--- config.mk ---
export PLATFORM = sky130hd
export DESIGN_NAME = fetch_stage
export DESIGN_NICKNAME = d
export VERILOG_FILES = /design/src/rtl/riscv_pkg.sv /design/src/rtl/if_id_reg.sv /design/src/rtl/fetch_stage.sv
export SDC_FILE = /design/constraint.sdc
export NUM_CORES = 1
export LEC_CHECK = 0
export ABC_AREA = 1
export CORE_AREA = 2 2 144 146
export CTS_BUF_LIST = sky130_fd_sc_hd__clkbuf_4
export CTS_CLUSTER_DIAMETER = 120
export DETAILED_ROUTE_END_ITERATION = 8
export DIE_AREA = 0 0 146 148
export GPL_TIMING_DRIVEN = 0
export HOLD_SLACK_MARGIN = 0.15
export PLACE_DENSITY_LB_ADDON = 0.25
export SLEW_MARGIN = 20
export SYNTH_ARGS = -nofsm -noshare
export SYNTH_HDL_FRONTEND = slang
export SYNTH_SLANG_ARGS = --single-unit
--- constraint.sdc ---
create_clock -name clk -period 11.8 [get_ports clk]
set_input_delay 1.18 -clock clk [delete_from_list [all_inputs] [get_ports clk]]
set_output_delay 1.18 -clock clk [all_outputs]
set_load 0.01 [all_outputs]
--- src/rtl/riscv_pkg.sv ---
// Shared RV32I pipeline constants and the fetch-stage state encoding.
package riscv_pkg;

    localparam logic [31:0] NOP_INSTR        = 32'h0000_0013;
    localparam logic [31:0] DEFAULT_RESET_PC = 32'h0000_0000;

    typedef enum logic [1:0] {
        REQ  = 2'd0,
        WAIT = 2'd1,
        DROP = 2'd2
    } fetch_state_e;

endpackage

--- src/rtl/if_id_reg.sv ---
// IF/ID pipeline register: flush loads a NOP bubble, enable gates updates, and an
// enabled cycle with no valid input also loads a bubble while the PCs hold.
module if_id_reg
    import riscv_pkg::*;
#(
    parameter int XLEN = 32
) (
    input  logic            i_clk,
    input  logic            i_rst,
    input  logic            i_en,
    input  logic            i_flush,
    input  logic            i_vld,
    input  logic [31:0]     i_instr,
    input  logic [XLEN-1:0] i_pc,
    input  logic [XLEN-1:0] i_pc4,
    output logic [31:0]     o_instr,
    output logic [XLEN-1:0] o_pc,
    output logic [XLEN-1:0] o_pc4,
    output logic            o_vld
);

    logic [31:0]     r_instr;
    logic [XLEN-1:0] r_pc;
    logic [XLEN-1:0] r_pc4;
    logic            r_vld;

    always_ff @(posedge i_clk or posedge i_rst) begin
        if (i_rst) begin
            r_instr <= NOP_INSTR;
            r_pc    <= '0;
            r_pc4   <= '0;
            r_vld   <= 1'b0;
        end else if (i_flush) begin
            r_instr <= NOP_INSTR;
            r_vld   <= 1'b0;
        end else if (i_en) begin
            if (i_vld) begin
                r_instr <= i_instr;
                r_pc    <= i_pc;
                r_pc4   <= i_pc4;
                r_vld   <= 1'b1;
            end else begin
                r_instr <= NOP_INSTR;
                r_vld   <= 1'b0;
            end
        end
    end

    assign o_instr = r_instr;
    assign o_pc    = r_pc;
    assign o_pc4   = r_pc4;
    assign o_vld   = r_vld;

endmodule

--- src/rtl/fetch_stage.sv ---
// IF stage: PC, single-outstanding imem handshake, one-entry skid, IF/ID register.
// Optional perf counters are built when FETCH_PERF_CNT_EN is defined.
module fetch_stage
    import riscv_pkg::*;
#(
    parameter int              XLEN     = 32,
    parameter logic [XLEN-1:0] RESET_PC = XLEN'(DEFAULT_RESET_PC)
) (
    input  logic            clk,
    input  logic            rst,
    input  logic            Stall_F,
    input  logic            Stall_D,
    input  logic            Flush_D,
    input  logic            PCSrcE,
    input  logic [XLEN-1:0] PCTargetE,
    output logic            imem_req,
    output logic [XLEN-1:0] imem_addr,
    input  logic            imem_ready,
    input  logic            imem_rvalid,
    input  logic [31:0]     imem_rdata,
    output logic [31:0]     InstrD,
    output logic [XLEN-1:0] PCD,
    output logic [XLEN-1:0] PCPlus4D,
    output logic            ValidD,
    output logic [31:0]     FetchCount,
    output logic [31:0]     BubbleCount
);

    fetch_state_e    r_state;
    fetch_state_e    w_state_nxt;
    logic [XLEN-1:0] r_pcf;
    logic            r_skid_vld;
    logic [31:0]     r_skid_dat;

    logic            w_imem_req;
    logic            w_accept;
    logic            w_rsp;
    logic            w_avail;
    logic            w_deliver;
    logic [31:0]     w_instr;
    logic [XLEN-1:0] w_pcf_plus4;

    assign w_accept    = w_imem_req & imem_ready;
    assign w_rsp       = (r_state == WAIT) & imem_rvalid;
    assign w_avail     = r_skid_vld | w_rsp;
    assign w_instr     = r_skid_vld ? r_skid_dat : imem_rdata;
    assign w_deliver   = w_avail & ~Stall_D & ~Flush_D & ~PCSrcE;
    assign w_pcf_plus4 = r_pcf + XLEN'(4);

    always_ff @(posedge clk or posedge rst) begin
        if (rst) begin
            r_state <= REQ;
        end else begin
            r_state <= w_state_nxt;
        end
    end

    // A redirect makes any accepted-but-unanswered request stale; DROP swallows its response.
    always_comb begin
        w_state_nxt = r_state;
        case (r_state)
            REQ: begin
                if (w_accept) begin
                    w_state_nxt = PCSrcE ? DROP : WAIT;
                end
            end
            WAIT: begin
                if (imem_rvalid) begin
                    w_state_nxt = REQ;
                end else if (PCSrcE) begin
                    w_state_nxt = DROP;
                end
            end
            DROP: begin
                if (imem_rvalid) begin
                    w_state_nxt = REQ;
                end
            end
            default: w_state_nxt = REQ;
        endcase
    end

    always_comb begin
        w_imem_req = 1'b0;
        if (r_state == REQ) begin
            w_imem_req = ~Stall_F & ~r_skid_vld & ~rst;
        end
    end

    assign imem_req  = w_imem_req;
    assign imem_addr = r_pcf;

    always_ff @(posedge clk or posedge rst) begin
        if (rst) begin
            r_pcf <= RESET_PC;
        end else if (PCSrcE) begin
            r_pcf <= PCTargetE;
        end else if (w_deliver) begin
            r_pcf <= w_pcf_plus4;
        end
    end

    // Any response that cannot be delivered this cycle is parked until decode takes it.
    always_ff @(posedge clk or posedge rst) begin
        if (rst) begin
            r_skid_vld <= 1'b0;
            r_skid_dat <= NOP_INSTR;
        end else if (PCSrcE || w_deliver) begin
            r_skid_vld <= 1'b0;
        end else if (w_rsp) begin
            r_skid_vld <= 1'b1;
            r_skid_dat <= imem_rdata;
        end
    end

    if_id_reg #(
        .XLEN (XLEN)
    ) u_if_id_reg (
        .i_clk   (clk),
        .i_rst   (rst),
        .i_en    (~Stall_D),
        .i_flush (Flush_D | PCSrcE),
        .i_vld   (w_avail),
        .i_instr (w_instr),
        .i_pc    (r_pcf),
        .i_pc4   (w_pcf_plus4),
        .o_instr (InstrD),
        .o_pc    (PCD),
        .o_pc4   (PCPlus4D),
        .o_vld   (ValidD)
    );

`ifdef FETCH_PERF_CNT_EN
    logic        w_bubble;
    logic [31:0] r_fetch_cnt;
    logic [31:0] r_bubble_cnt;

    assign w_bubble = Flush_D | PCSrcE | (~Stall_D & ~w_avail);

    always_ff @(posedge clk or posedge rst) begin
        if (rst) begin
            r_fetch_cnt  <= '0;
            r_bubble_cnt <= '0;
        end else begin
            if (w_deliver) begin
                r_fetch_cnt <= r_fetch_cnt + 32'd1;
            end
            if (w_bubble) begin
                r_bubble_cnt <= r_bubble_cnt + 32'd1;
            end
        end
    end

    assign FetchCount  = r_fetch_cnt;
    assign BubbleCount = r_bubble_cnt;
`else
    assign FetchCount  = '0;
    assign BubbleCount = '0;
`endif

endmodule

==> impl_metrics.ini <==
[power_and_ir_drop]
power_density_nw_per_um2 = 168
peakVddDrop_uv = 105
leakage_uw = 0.00530

[die]
die_x_um = 146
io_pins = 266
rows = 52
core-area_um2 = 20000
dieArea_um2 = 21600
initial_core_util_pct = 39.2
die_y_um = 148

[drt]
route.detailed.drc = 0
routed_via_density = 4.65
via_count = 7169
drt_pass1_iterations = 7
post_drt_wl_per_cell_um = 15.1
drt_wl_total_mm = 23.2
drt_iter0_markers = 488
antenna_left = 0

[min_path]
hold_class = reg -> reg

[cts]
htree_levels = 4
clk_path_buf_depth = 2
clk_latency_ns = 0.57
cts_made_buffers = 17
clk_pin_slew_ns = 0.14
cts_root_buf = clkbuf_4
cts_sinks = 162
cts_setup_buffers = 0
cts_hold_buf = 0
cts_tree = built
cts-resized-gates = 0

[placed_design]
port_buffers = 201
dp_cells = 1508
gp_congestion = 0.886
dp_hpwl_mm = 17.2

[timing]
period_share_pct = 38.3
finalHoldViolCount = 0
maxSlewHeadroom_pct = 58.1
fmaxAchievable_ghz = 0.221
worstMarginPinSlew_ns = 0.628
finalSetupViolCount = 0
finalMaxSlewViolations = 0
clock_skew_ns = 0.0261
rsz0062_at_grt = false
timing.setup.tns_ns = 0
period_minus_slack_ns = 4.52

[global_route]
grt_first_pass_wirelength_mm = 36.5
grt_max_degree = 84
grt.overflow.total = 0
grt_pass1_vias = 6857
grt_antenna_before_repair = 1
grt_usage_pct = 21.4

[worst_setup_path]
path_class = in -> out
required_ns = 10.62
crit_fanout = 83
cp-start-kind = input port
end_kind = output port
crit_arrival_ns = 3.34

[yosys]
muxShareOfSynthArea_pct = 0.765
netlist_area_um2 = 7860
synth_edf_count = 0
synthAdderAreaFrac_pct = 0.159
synth_ff_type = dfrtp_1
yosysWarningCount = 0
synth_seq_cells = 162
synth_top_family_by_area = simple AND/OR/NAND/NOR gates
synthCells = 973
synthSimpleGateAreaFrac_pct = 23.6
synth_compound_area_share_pct = 9.99
async_reset_ff_share_pct = 100
ys_types = 30
seq_area_frac_synth_pct = 51.7
avgSynthCellArea_um2 = 8.07
synthXorXnorAreaFrac_pct = 0.112

[job]
maxCapViolCount = 0

[finish]
final_util_pct = 53.8
final_layout_size_suffix_gt1_share_pct = 10.9
final_common_cell = nand2_1
nNetsFinal = 1330
mostFrequentLayoutCells = nand2_1 (303), clkdlybuf4s50_1 (201), dfrtp_1 (156)
fin_cells = 1541
areaGrowthSynthToFinish_pct = 37.1

[status]
status = finished clean
[kinds of logic (layout without fill, tap and decap cells)]
| group | Yosys count | after routing |
|---|---|---|
| compound gates | 151 | 151 |
| xor+xnor | 1 | 1 |
| fa+ha+maj | 1 | 1 |
| buf+inv | 201 | 435 |
| flops | 162 | 162 |
| mux | 6 | 6 |
| other cells | 1 | 65 |
| simple gates | 450 | 450 |
[through the flow]
stage               hold WS (ns)  worst slack (ns)  power, uW  instance area [um2]
floorplan                  0.442              5.56       1120                 8090
global placement           0.454              3.13       1460                10400
detailed placement         0.460              7.21       1470                10500
CTS                        0.493              7.21       1820                10800
global route               0.507              7.06       1920                10800
finish                     0.494              7.28       1810                10800
[synthesized netlist by cell type (2+ instances only)]
| cell type | number | area (um2) |
|---|---|---|
| nor2_4 | 2 | 22.5 |
| inv_1 | 88 | 330 |
| buf_2 | 12 | 60.1 |
| o21ai_0 | 115 | 576 |
| nand2_2 | 4 | 25.0 |
| nand2_1 | 303 | 1140 |
| dfstp_2 | 6 | 158 |
| nand3_1 | 91 | 455 |
| dfrtp_1 | 156 | 3900 |
| inv_2 | 2 | 7.51 |
| mux2i_1 | 6 | 60.1 |
| clkbuf_1 | 24 | 90.1 |
| o21ai_1 | 22 | 110 |
| and2_1 | 2 | 12.5 |
| buf_4 | 68 | 510 |
| nor2_1 | 42 | 158 |
| o22ai_1 | 3 | 18.8 |
| nor2_2 | 2 | 12.5 |
| buf_6 | 6 | 67.6 |
| o211ai_1 | 9 | 67.6 |
[metal layers]
layer	routed length, um	vias up	GRT usage [%]
met2	10700	285	34.2
met1	10400	3323	28.9
li1	-	3535	-
met4	440	0	7.43
met5	0	-	0
met3	1630	26	4.78
[where the power goes]
part           switching (uW)  internal, uW
clock                     228           115
sequential                108           721
combinational             306           328
[worst max-delay path: stages]
cell	delay, ns
clkdlybuf4s50_1	0.49
inv_8	0.44
buf_16	0.41
and3_1	0.21
clkdlybuf4s50_1	0.53
[flip-flops by register name, indices dropped and copies added (netlist names)]
name                 cells
u_if_id_reg.o_pc4       32
imem_addr               32
u_if_id_reg.o_instr     32
r_skid_vld               1
r_skid_dat              32
u_if_id_reg.o_pc        30
r_state                  2
u_if_id_reg.o_vld        1
[cell type report]
cell class | instances | area (um2)
repair buffers | 202 | 2040
well taps | 270 | 338
multi-input cells | 673 | 2960
inverters | 91 | 352
diodes | 1 | 2.50
clock inverters | 15 | 165
plain buffers | 110 | 728
flip-flops and latches | 162 | 4060
clock buffers | 17 | 128
fillers | 1905 | 9270
[path summary, 6_finish.rpt]
kind	from	end	slack [ns]	cells past startpoint
worst max register to register	imem_addr[3]$_DFFE_PP0P_	u_if_id_reg.o_pc4[22]$_DFFE_PP0P_	9.88	8
worst max-delay path	rst	imem_req	7.28	5
worst min-delay path	r_skid_dat[24]$_DFFE_PP0P_	r_skid_dat[24]$_DFFE_PP0P_	0.49	2
worst min register to register	r_skid_dat[24]$_DFFE_PP0P_	r_skid_dat[24]$_DFFE_PP0P_	0.49	2
max in group asynchronous	rst	u_if_id_reg.o_instr[4]$_DFFE_PP1P_	9.89	3
min in group asynchronous	rst	u_if_id_reg.o_pc4[6]$_DFFE_PP0P_	1.07	2
(Power assumes the default switching activity.)
